`config.mk`:
```
export PLATFORM = sky130hd
export DESIGN_NAME = delay_match
export DESIGN_NICKNAME = d
export VERILOG_FILES = /design/src/rtl/delay_pkg.sv /design/src/rtl/delay_match_fifo.sv /design/src/rtl/delay_match.sv
export SDC_FILE = /design/constraint.sdc
export NUM_CORES = 1
export LEC_CHECK = 0
export ABC_AREA = 0
export CORE_ASPECT_RATIO = 0.7
export CORE_MARGIN = 5
export CORE_UTILIZATION = 46
export DETAILED_ROUTE_END_ITERATION = 6
export PLACE_DENSITY_LB_ADDON = 0.25
export SYNTH_ARGS = -nofsm -noshare
export SYNTH_HDL_FRONTEND = slang
export SYNTH_SLANG_ARGS = --single-unit
```
`constraint.sdc`:
```
create_clock -name clk -period 2 [get_ports clk]
set_input_delay 0.2 -clock clk [delete_from_list [all_inputs] [get_ports clk]]
set_output_delay 0.2 -clock clk [all_outputs]
set_load 0.01 [all_outputs]
```
`src/rtl/delay_pkg.sv`:
```
// Shared constants and the counter-width helper for the delay_match block.
package delay_pkg;

  localparam int unsigned DEFAULT_DEPTH      = 4;
  localparam int unsigned DEFAULT_DATA_WIDTH = 8;

  // Occupancy counter width: must represent 0..depth inclusive.
  function automatic int unsigned cnt_width(input int unsigned depth);
    return $clog2(depth) + 1;
  endfunction

endpackage

```
`src/rtl/delay_match_fifo.sv`:
```
// Early-side (A) beat queue: storage, wrapping pointers, occupancy, full/empty.
module delay_match_fifo
  import delay_pkg::*;
#(
  parameter int unsigned DATA_WIDTH = DEFAULT_DATA_WIDTH,
  parameter int unsigned DEPTH      = DEFAULT_DEPTH
) (
  input  logic                          clk,
  input  logic                          reset,
  input  logic                          clear,
  input  logic                          push,
  input  logic                          pop,
  input  logic [DATA_WIDTH-1:0]         wdata,
  output logic [DATA_WIDTH-1:0]         rdata_c,
  output logic [cnt_width(DEPTH)-1:0]   count,
  output logic                          empty_c,
  output logic                          full_c
);

  localparam int unsigned PW = $clog2(DEPTH);
  localparam int unsigned CW = cnt_width(DEPTH);

  logic [DATA_WIDTH-1:0] mem [DEPTH];
  logic [PW-1:0]         rd_ptr;
  logic [PW-1:0]         wr_ptr;

  // Contents are don't-care after reset, so storage carries no reset.
  always_ff @(posedge clk) begin
    if (push) begin
      mem[wr_ptr] <= wdata;
    end
  end

  // Pointers wrap naturally because DEPTH is a power of two.
  always_ff @(posedge clk) begin
    if (reset || clear) begin
      rd_ptr <= '0;
      wr_ptr <= '0;
      count  <= '0;
    end else begin
      if (push) begin
        wr_ptr <= wr_ptr + PW'(1);
      end
      if (pop) begin
        rd_ptr <= rd_ptr + PW'(1);
      end
      count <= count + CW'(push) - CW'(pop);
    end
  end

  // A push at full only happens alongside a pop, so the head is read before being overwritten.
  assign rdata_c = mem[rd_ptr];
  assign empty_c = (count == '0);
  assign full_c  = (count == CW'(DEPTH));

endmodule

```
`src/rtl/delay_match.sv`:
```
// Joins early stream A with late stream B, absorbing up to DEPTH cycles of skew.
// Optional running-max occupancy output enabled by DELAY_MATCH_SKEW_STAT_EN.
module delay_match
  import delay_pkg::*;
#(
  parameter int unsigned DATA_WIDTH = DEFAULT_DATA_WIDTH,
  parameter int unsigned DEPTH      = DEFAULT_DEPTH
) (
  input  logic                        clk,
  input  logic                        reset,
  input  logic                        clear,
  input  logic                        a_valid,
  input  logic [DATA_WIDTH-1:0]       a_data,
  input  logic                        b_valid,
  input  logic [DATA_WIDTH-1:0]       b_data,
  output logic                        out_valid,
  output logic [DATA_WIDTH-1:0]       out_a,
  output logic [DATA_WIDTH-1:0]       out_b,
  output logic [cnt_width(DEPTH)-1:0] pend_cnt,
  output logic                        overflow,
  output logic                        underflow
`ifdef DELAY_MATCH_SKEW_STAT_EN
  ,
  output logic [cnt_width(DEPTH)-1:0] max_skew
`endif
);

  logic [DATA_WIDTH-1:0] head_c;
  logic                  empty_c;
  logic                  full_c;
  logic                  bypass_c;
  logic                  pop_c;
  logic                  push_req_c;
  logic                  push_c;
  logic                  drop_c;
  logic                  under_c;

  // Pairing decisions; a clear cycle ignores all stream inputs.
  always_comb begin
    bypass_c   = 1'b0;
    pop_c      = 1'b0;
    push_req_c = 1'b0;
    push_c     = 1'b0;
    drop_c     = 1'b0;
    under_c    = 1'b0;
    if (!clear) begin
      bypass_c   = a_valid && b_valid && empty_c;
      pop_c      = b_valid && !empty_c;
      push_req_c = a_valid && !bypass_c;
      push_c     = push_req_c && (!full_c || pop_c);
      drop_c     = push_req_c && full_c && !pop_c;
      under_c    = b_valid && empty_c && !a_valid;
    end
  end

  delay_match_fifo #(
    .DATA_WIDTH (DATA_WIDTH),
    .DEPTH      (DEPTH)
  ) u_fifo (
    .clk     (clk),
    .reset   (reset),
    .clear   (clear),
    .push    (push_c),
    .pop     (pop_c),
    .wdata   (a_data),
    .rdata_c (head_c),
    .count   (pend_cnt),
    .empty_c (empty_c),
    .full_c  (full_c)
  );

  // Joined-word register; data holds while no pair is produced.
  always_ff @(posedge clk) begin
    if (reset) begin
      out_valid <= 1'b0;
      out_a     <= '0;
      out_b     <= '0;
      overflow  <= 1'b0;
      underflow <= 1'b0;
    end else begin
      out_valid <= bypass_c || pop_c;
      if (bypass_c) begin
        out_a <= a_data;
        out_b <= b_data;
      end else if (pop_c) begin
        out_a <= head_c;
        out_b <= b_data;
      end
      if (drop_c) begin
        overflow <= 1'b1;
      end
      if (under_c) begin
        underflow <= 1'b1;
      end
    end
  end

`ifdef DELAY_MATCH_SKEW_STAT_EN
  // Running maximum of occupancy; survives clear.
  always_ff @(posedge clk) begin
    if (reset) begin
      max_skew <= '0;
    end else if (pend_cnt > max_skew) begin
      max_skew <= pend_cnt;
    end
  end
`endif

endmodule

```
==> impl_metrics.toml <==
[sta]
tightest_slew_ns = 0.407
skew_ns = 0.00748
timing.final.crit_share_pct = 97.7
rsz0062_at_grt = "yes"
slew_headroom_pct = 72.9
slew_violations = 0
final-setup-viol-count = 0
fin_ws_ns = 0.0461
hold_viol = 0
fmax_mhz = 512
tns_ns = 0
min_period_ns = 1.95

[detailed_routing]
dr_total_vias = 1643
wl_per_cell_um = 14.6
wl_mm = 4.86
vias_per_cell = 4.92
drtIter0Drc = 66
drt_pass1_iterations = 4
drtAntennaViolNets = 0
drc = 0

[logic_synthesis]
ys_seq_area_share_pct = 63.3
synthTopCellsByArea = "edfxtp_1 (40%), dfxtp_1 (23%), mux4_2 (7.5%)"
synthTopCellsByCount = "edfxtp_1 (32), dfxtp_1 (28), nand2_1 (24)"
synth_fp_nets = 216
synth_top_cell_by_area = "edfxtp_1"
synth_ff_type = "edfxtp_1"
ys_async_sr_fraction_pct = 0
post-synth-top-count-cell = "edfxtp_1"
ys_warn_count = 0
ys_ff_latch = 60
synth_area_um2 = 2400
avgSynthCellArea_um2 = 12.8
synth_edf_count = 32
syn-instance-count = 188
synth.distinct_cells = 34
yosysTopAreaCellShare_pct = 40.0

[critical_path]
slowest_stage = "dfxtp_4"
worstReg2RegEnd = "u_fifo.count[2]$_SDFF_PP0_"
required_ns = 2.23
cp-start-kind = "flip-flop"
crit_buf_inv = 1
r2r_slack_ns = 0.05
end_kind = "flip-flop"
critPathMaxStageDelay_ns = 0.37
cp.depth = 9
cp.arrival_ns = 2.18
critPathTopFamily = "adder cells"
crit_start = "u_fifo.count[2]$_SDFF_PP0_"
r2r_cells = 9
crit-reg2reg-launch = "u_fifo.count[2]$_SDFF_PP0_"
critical_path.cell_chain = "nor3_4 -> nor2_2 -> ha_1 -> inv_1 -> ha_2 -> fa_2 -> xnor2_2 -> xnor2_1 -> nor2_1"
cp-endpoint = "u_fifo.count[2]$_SDFF_PP0_"
crit_type = "reg2reg"
cp_max_fo = 4

[global_routing]
overflow = 0
grt_util_all_layers_pct = 16.0
grt_pass1_wl_mm = 7.91
antenna_found_initial = 0
grt_pass1_vias = 1589
grt_max_degree = 20

[placement]
place_inst = 316
hpwl_mm = 3.35
place_congestion = 0.811
pre_cts_slack_ns = -0.246
port_buffers = 42

[final_layout]
n_fill_cell = 383
final_cells = 334
fin_nets = 285
drive_above_1_share_pct = 22.9
area_delta_synth_final_pct = 38.1
num_antenna_cells = 0

[cts]
cts.sinks = 60
clock_latency_ns = 0.34
cts_buffers = 9
cts_root_buf = "clkbuf_8"
htreeDepth = 3
clock_path_buffers = 2
cts_tree = "yes"
cts.reportedPaths.clkPinSlew_ns = 0.07

[status]
status = "finished clean"

[die]
die_w_um = 96.4
core-area_um2 = 5150
row_count = 22
initial_core_util_pct = 46.7
fp.dieH_um = 70.5
ioPinCount = 43
die_area_um2 = 6790

[pwr]
ir_drop_mv = 0.388
leakage_nw = 1.19
power_density_nw_per_um2 = 750
p_total_mw = 2.49

[hold_path]
hold_path_class = "in2reg"
min_from = "b_data[7]"

[run]
cap_violations = 0
cell usage in the layout, fill, tap and decap left out, drive strengths merged, types with 2 or more instances in the layout:
master          n
xnor2           5
nor2           21
a21oi          17
nand2          24
clkdlybuf4s50  42
clkbuf         10
and2            4
edfxtp         32
dfxtp          28
inv             8
nor3            2
a211oi          8
nand3           2
clkinvlp        2
buf            25
mux4            8
clkinv          4
ha              6
tightest hold or removal path, delay by kind of cell:
kind,cells,cell delay (ns)
AOI/OAI and AO/OA,1,0.05
buffers and inverters,1,0.39
and+or+nand+nor,1,0.06
sequential cells by signal, summed over array words and instances (netlist names), named ones only:
signal         cells
out_a              8
u_fifo.mem        32
out_b              8
u_fifo.wr_ptr      2
out_valid          1
underflow          1
u_fifo.rd_ptr      2
overflow           1
u_fifo.count       3
report_power, final:
group / total (mW) / leakage (nW) / internal, mW / switching (mW)
logic: 0.244 / 0.587 / 0.136 / 0.108
registers: 1.34 / 0.518 / 1.32 / 0.0128
clock network: 0.907 / 0.0799 / 0.446 / 0.461
through the flow:
step                hold slack (ns)  instance area (µm²)  utilization (%)
finish                        0.411                 3320             64.5
detailed placement            0.448                 3110             60.4
CTS                           0.395                 3280             63.7
floorplan                     0.299                 2420                -
global placement              0.445                 3110             60.4
global route                  0.397                 3320             64.5
worst min path at each step:
stage                                       endpoint  cells after the start  slack, ns
after floorplan           u_fifo.mem[0][0]$_DFFE_PP_                      0       0.30
after global placement         out_b[2]$_SDFFE_PP0P_                      2       0.45
after detailed placement       out_b[5]$_SDFFE_PP0P_                      2       0.45
after CTS                      out_b[7]$_SDFFE_PP0P_                      3       0.40
after global routing           out_b[6]$_SDFFE_PP0P_                      3       0.40
final                          out_b[7]$_SDFFE_PP0P_                      3       0.41
final cells by class:
| cell class | instances | area (µm²) | area share, % |
|---|---|---|---|
| Multi-Input combinational cell | 111 | 828 | 25.0 |
| Clock buffer | 10 | 128 | 3.85 |
| Sequential cell | 60 | 1530 | 46.0 |
| Tap cell | 72 | 90.1 | 2.71 |
| Clock inverter | 6 | 41.3 | 1.24 |
| Inverter | 8 | 30.0 | 0.905 |
| Timing Repair Buffer | 67 | 674 | 20.3 |
metal layers:
metal | up-vias | GRT usage, % | share of wire [%] | wire length [µm]
met5 | - | 0 | 0 | 0
met4 | 0 | 6.07 | 1.5 | 73
li1 | 805 | - | - | -
met2 | 38 | 23.2 | 48 | 2330
met3 | 8 | 7.00 | 6.8 | 329
met1 | 792 | 20.9 | 44 | 2140
what timing repair did:
action / in CTS / in global routing
hold buffers: 0 / 0
setup endpoints to repair: 0 / 2
buffers inserted: 0 / 2
resized for setup: 0 / 6
cell families after synthesis:
| kind of cell | after synthesis | synth area share (%) |
|---|---|---|
| adder cells (fa/ha/maj) | 7 | 3.96 |
| buffers and inverters | 17 | 3.54 |
| flip-flops | 60 | 63.3 |
| AND/OR/NAND/NOR | 61 | 11.5 |
| multiplexers | 9 | 7.91 |
| AO/OA/AOI/OAI | 28 | 7.65 |
| XOR/XNOR | 6 | 2.19 |
Power figures use the tool's default switching activity.
==> patch: new RTL, config.mk and constraints unchanged <==
Build with the macro `DELAY_MATCH_SKEW_STAT_EN` defined.
--- a/src/rtl/delay_match.sv
+++ b/src/rtl/delay_match.sv
@@ -1,5 +1,7 @@
 // Joins early stream A with late stream B, absorbing up to DEPTH cycles of skew.
 // Optional running-max occupancy output enabled by DELAY_MATCH_SKEW_STAT_EN.
+`define DELAY_MATCH_SKEW_STAT_EN
+
 module delay_match
   import delay_pkg::*;
 #(
Behaviour (old outputs only; new: max_skew): unchanged (equiv_simple and equiv_induct, registers matched by name and starting in step).
==> patch against the original RTL <==
Synthesized cell count grew 13%. Area after synthesis grew 9.5%. Final area grew 5.4%. Sequential cell count grew 3. Critical path type unchanged. Setup slack gained 0.032 ns. Critical endpoint unchanged. Routed wire length grew 11%. Non-clock buffer count is the same. Power grew 8.9%. Sequential power grew 4%.
==> patch: results (changes against the original RTL) <==
* Vias in the first global route at 1817 (+14%)
* Initial drt markers at 50 (-24%)
* Power Dens Cells at 775 mW/mm^2 (+3.3%)
* Switch Pwr at 0.631 mW (+8.4%)
* Synth cell count leaders: edfxtp_1 (32), dfxtp_1 (31), nand2_1 (25)
* Flop+latch power at 1.40 mW (+4%)
* Clock Skew at 0.0137 ns (+0.00618 ns)
* First-pass GRT wire length at 8800 um (+11%)
* Post-synth EDFFs at 32 (unchanged)
* Diodes inserted at 0 (unchanged)
* Worst-Margin Slew at 0.511 ns (+0.105 ns)
* Pleak at 1.27 nW (+7.1%)
* Nets at 311 (+9.1%)
* Sequential area share after synthesis at 60.1% (-3.2 points)
* Clock-pin slew on the worst setup and hold paths at 0.07 ns (about the same)
* Regs by FF count: u_fifo.mem x32, out_a x8, out_b x8
* Ys async rst share at 0% (unchanged)
* Initial antenna violation count at 0 (unchanged)
* Yosys warnings at 0 (unchanged)
* Placed cell count at 343 (+8.5%)
* Deepest clock path buffer count at 2 (unchanged)
* Clock power frac at 39.5% (+3.0 points)
* Layout fillers at 466 (+22%)
* Mux share of post-synthesis cell area at 8.37% (+0.45 points)
* Share of cells above drive strength 1 at 20.7% (-2.2 points)
* Mapped Nets at 243 (+13%)
* Routed WL at 5390 um (+11%)
* H-tree depth at 3 (unchanged)
* I/O Buffers at 45 (+7.1%)
* Post-synthesis adder-cell area fraction at 5.04% (+1.1 points)
* Class of the worst hold path: primary input to flip-flop
* Compound-gate portion of the synthesized area at 7.51% (-0.14 points)
* Latest clock arrival within the worst-skew pair at approximately 0.35 ns
* Largest net degree at the start of global routing at 20 (unchanged)
* Post-synth cell types at 37 (+8.8%)
* CTS root buf: clkbuf_8
* Post-Synth XOR/XNOR Area at 2.00% (-0.19 points)
* Crit Path Max Fanout at 4 (unchanged)
* Dominant cells by area after synthesis: edfxtp_1 (37%), dfxtp_1 (24%), mux4_2 (6.8%), ha_1 (4.3%), nand2_1 (3.6%)
* Worst slack at placement at -0.211 ns (+0.0349 ns)
* Total GRT Usage at 16.0% (+0.047 points)
* Post-Syn Area per Cell at 12.4 um^2 (-2.9%)
* Outcome: finished, final reports clean
* Worst Path Arrival at 2.15 ns (-0.03 ns)
* RePlAce Congestion at 0.796 (-1.8%)
* Via/cell ratio at 4.93 (+0.29%)
* Worst IR drop on VDD at 435 uV (+12%)
* WL per Instance at 15.0 um (+2.8%)
* Pre-antenna DRT Iters at 4 (unchanged)
* Number of CTS-inserted buffers at 9 (unchanged)
* Dpl cell area at 0.00329 mm^2 (+5.7%)
* Detail Placement HPWL at 3990 um (+19%)
* Final instance area at 0.00350 mm^2 (+5.4%)
[patch: cell types whose count changed after synthesis, moves of 2 or more]
cell	before	now
nand2b_1	1	6
inv_1	8	12
dfxtp_1	28	31
ha_1	6	9
mux2i_1	1	4
buf_6	2	4
[patch: timing repair]
| action | 4_1_cts | 5_1_grt |
|---|---|---|
| endpoints found under the setup margin | 0 | 1 |
| buffers inserted | 0 | 1 |
| gates resized for setup | 0 | 2 |
[patch: final timing paths]
check                  start         endpoint  slack [ns]  cells past startpoint
min reg2reg         out_b[7]         out_b[7]        0.46                      2
max          u_fifo.count[0]  u_fifo.count[2]        0.08                      9
max reg2reg  u_fifo.count[0]  u_fifo.count[2]        0.08                      9
min                b_data[7]         out_b[7]        0.41                      3
[patch: per-layer routing]
layer | vias to the layer above | global-route usage (%) | share of wire, %
li1 | 880 | - | -
met1 | 852 | 20.0 | 47
met2 | 33 | 25.6 | 46
met3 | 11 | 5.22 | 5.1
met4 | 0 | 7.17 | 1.9
met5 | - | 0 | 0
[patch: cell families after synthesis]
group                      after synthesis
AOI/OAI and AO/OA                       30
xor gates and xnor gates                 6
adders and majority gates               10
buffers and inverters                   22
DFF                                     63
muxes                                   12
and+or+nand+nor                         69
[patch: worst max-delay path, cell delays in order, from the launching register on]
cell and delay (ns):
dfxtp_4 0.36, nor3_4 0.21, nor2_2 0.06, ha_1 0.26, inv_1 0.04, ha_2 0.16
fa_2 0.35, xnor2_2 0.14, xnor2_1 0.17, nor2_1 0.05
[patch: cell type report]
class | instances | share of cell area (%)
Inverter | 12 | 1.29
Sequential cell | 63 | 45.4
Clock buffer | 11 | 4.65
Tap cell | 75 | 2.68
Timing Repair Buffer | 67 | 17.6
Clock inverter | 5 | 1.00
Multi-Input combinational cell | 127 | 27.3
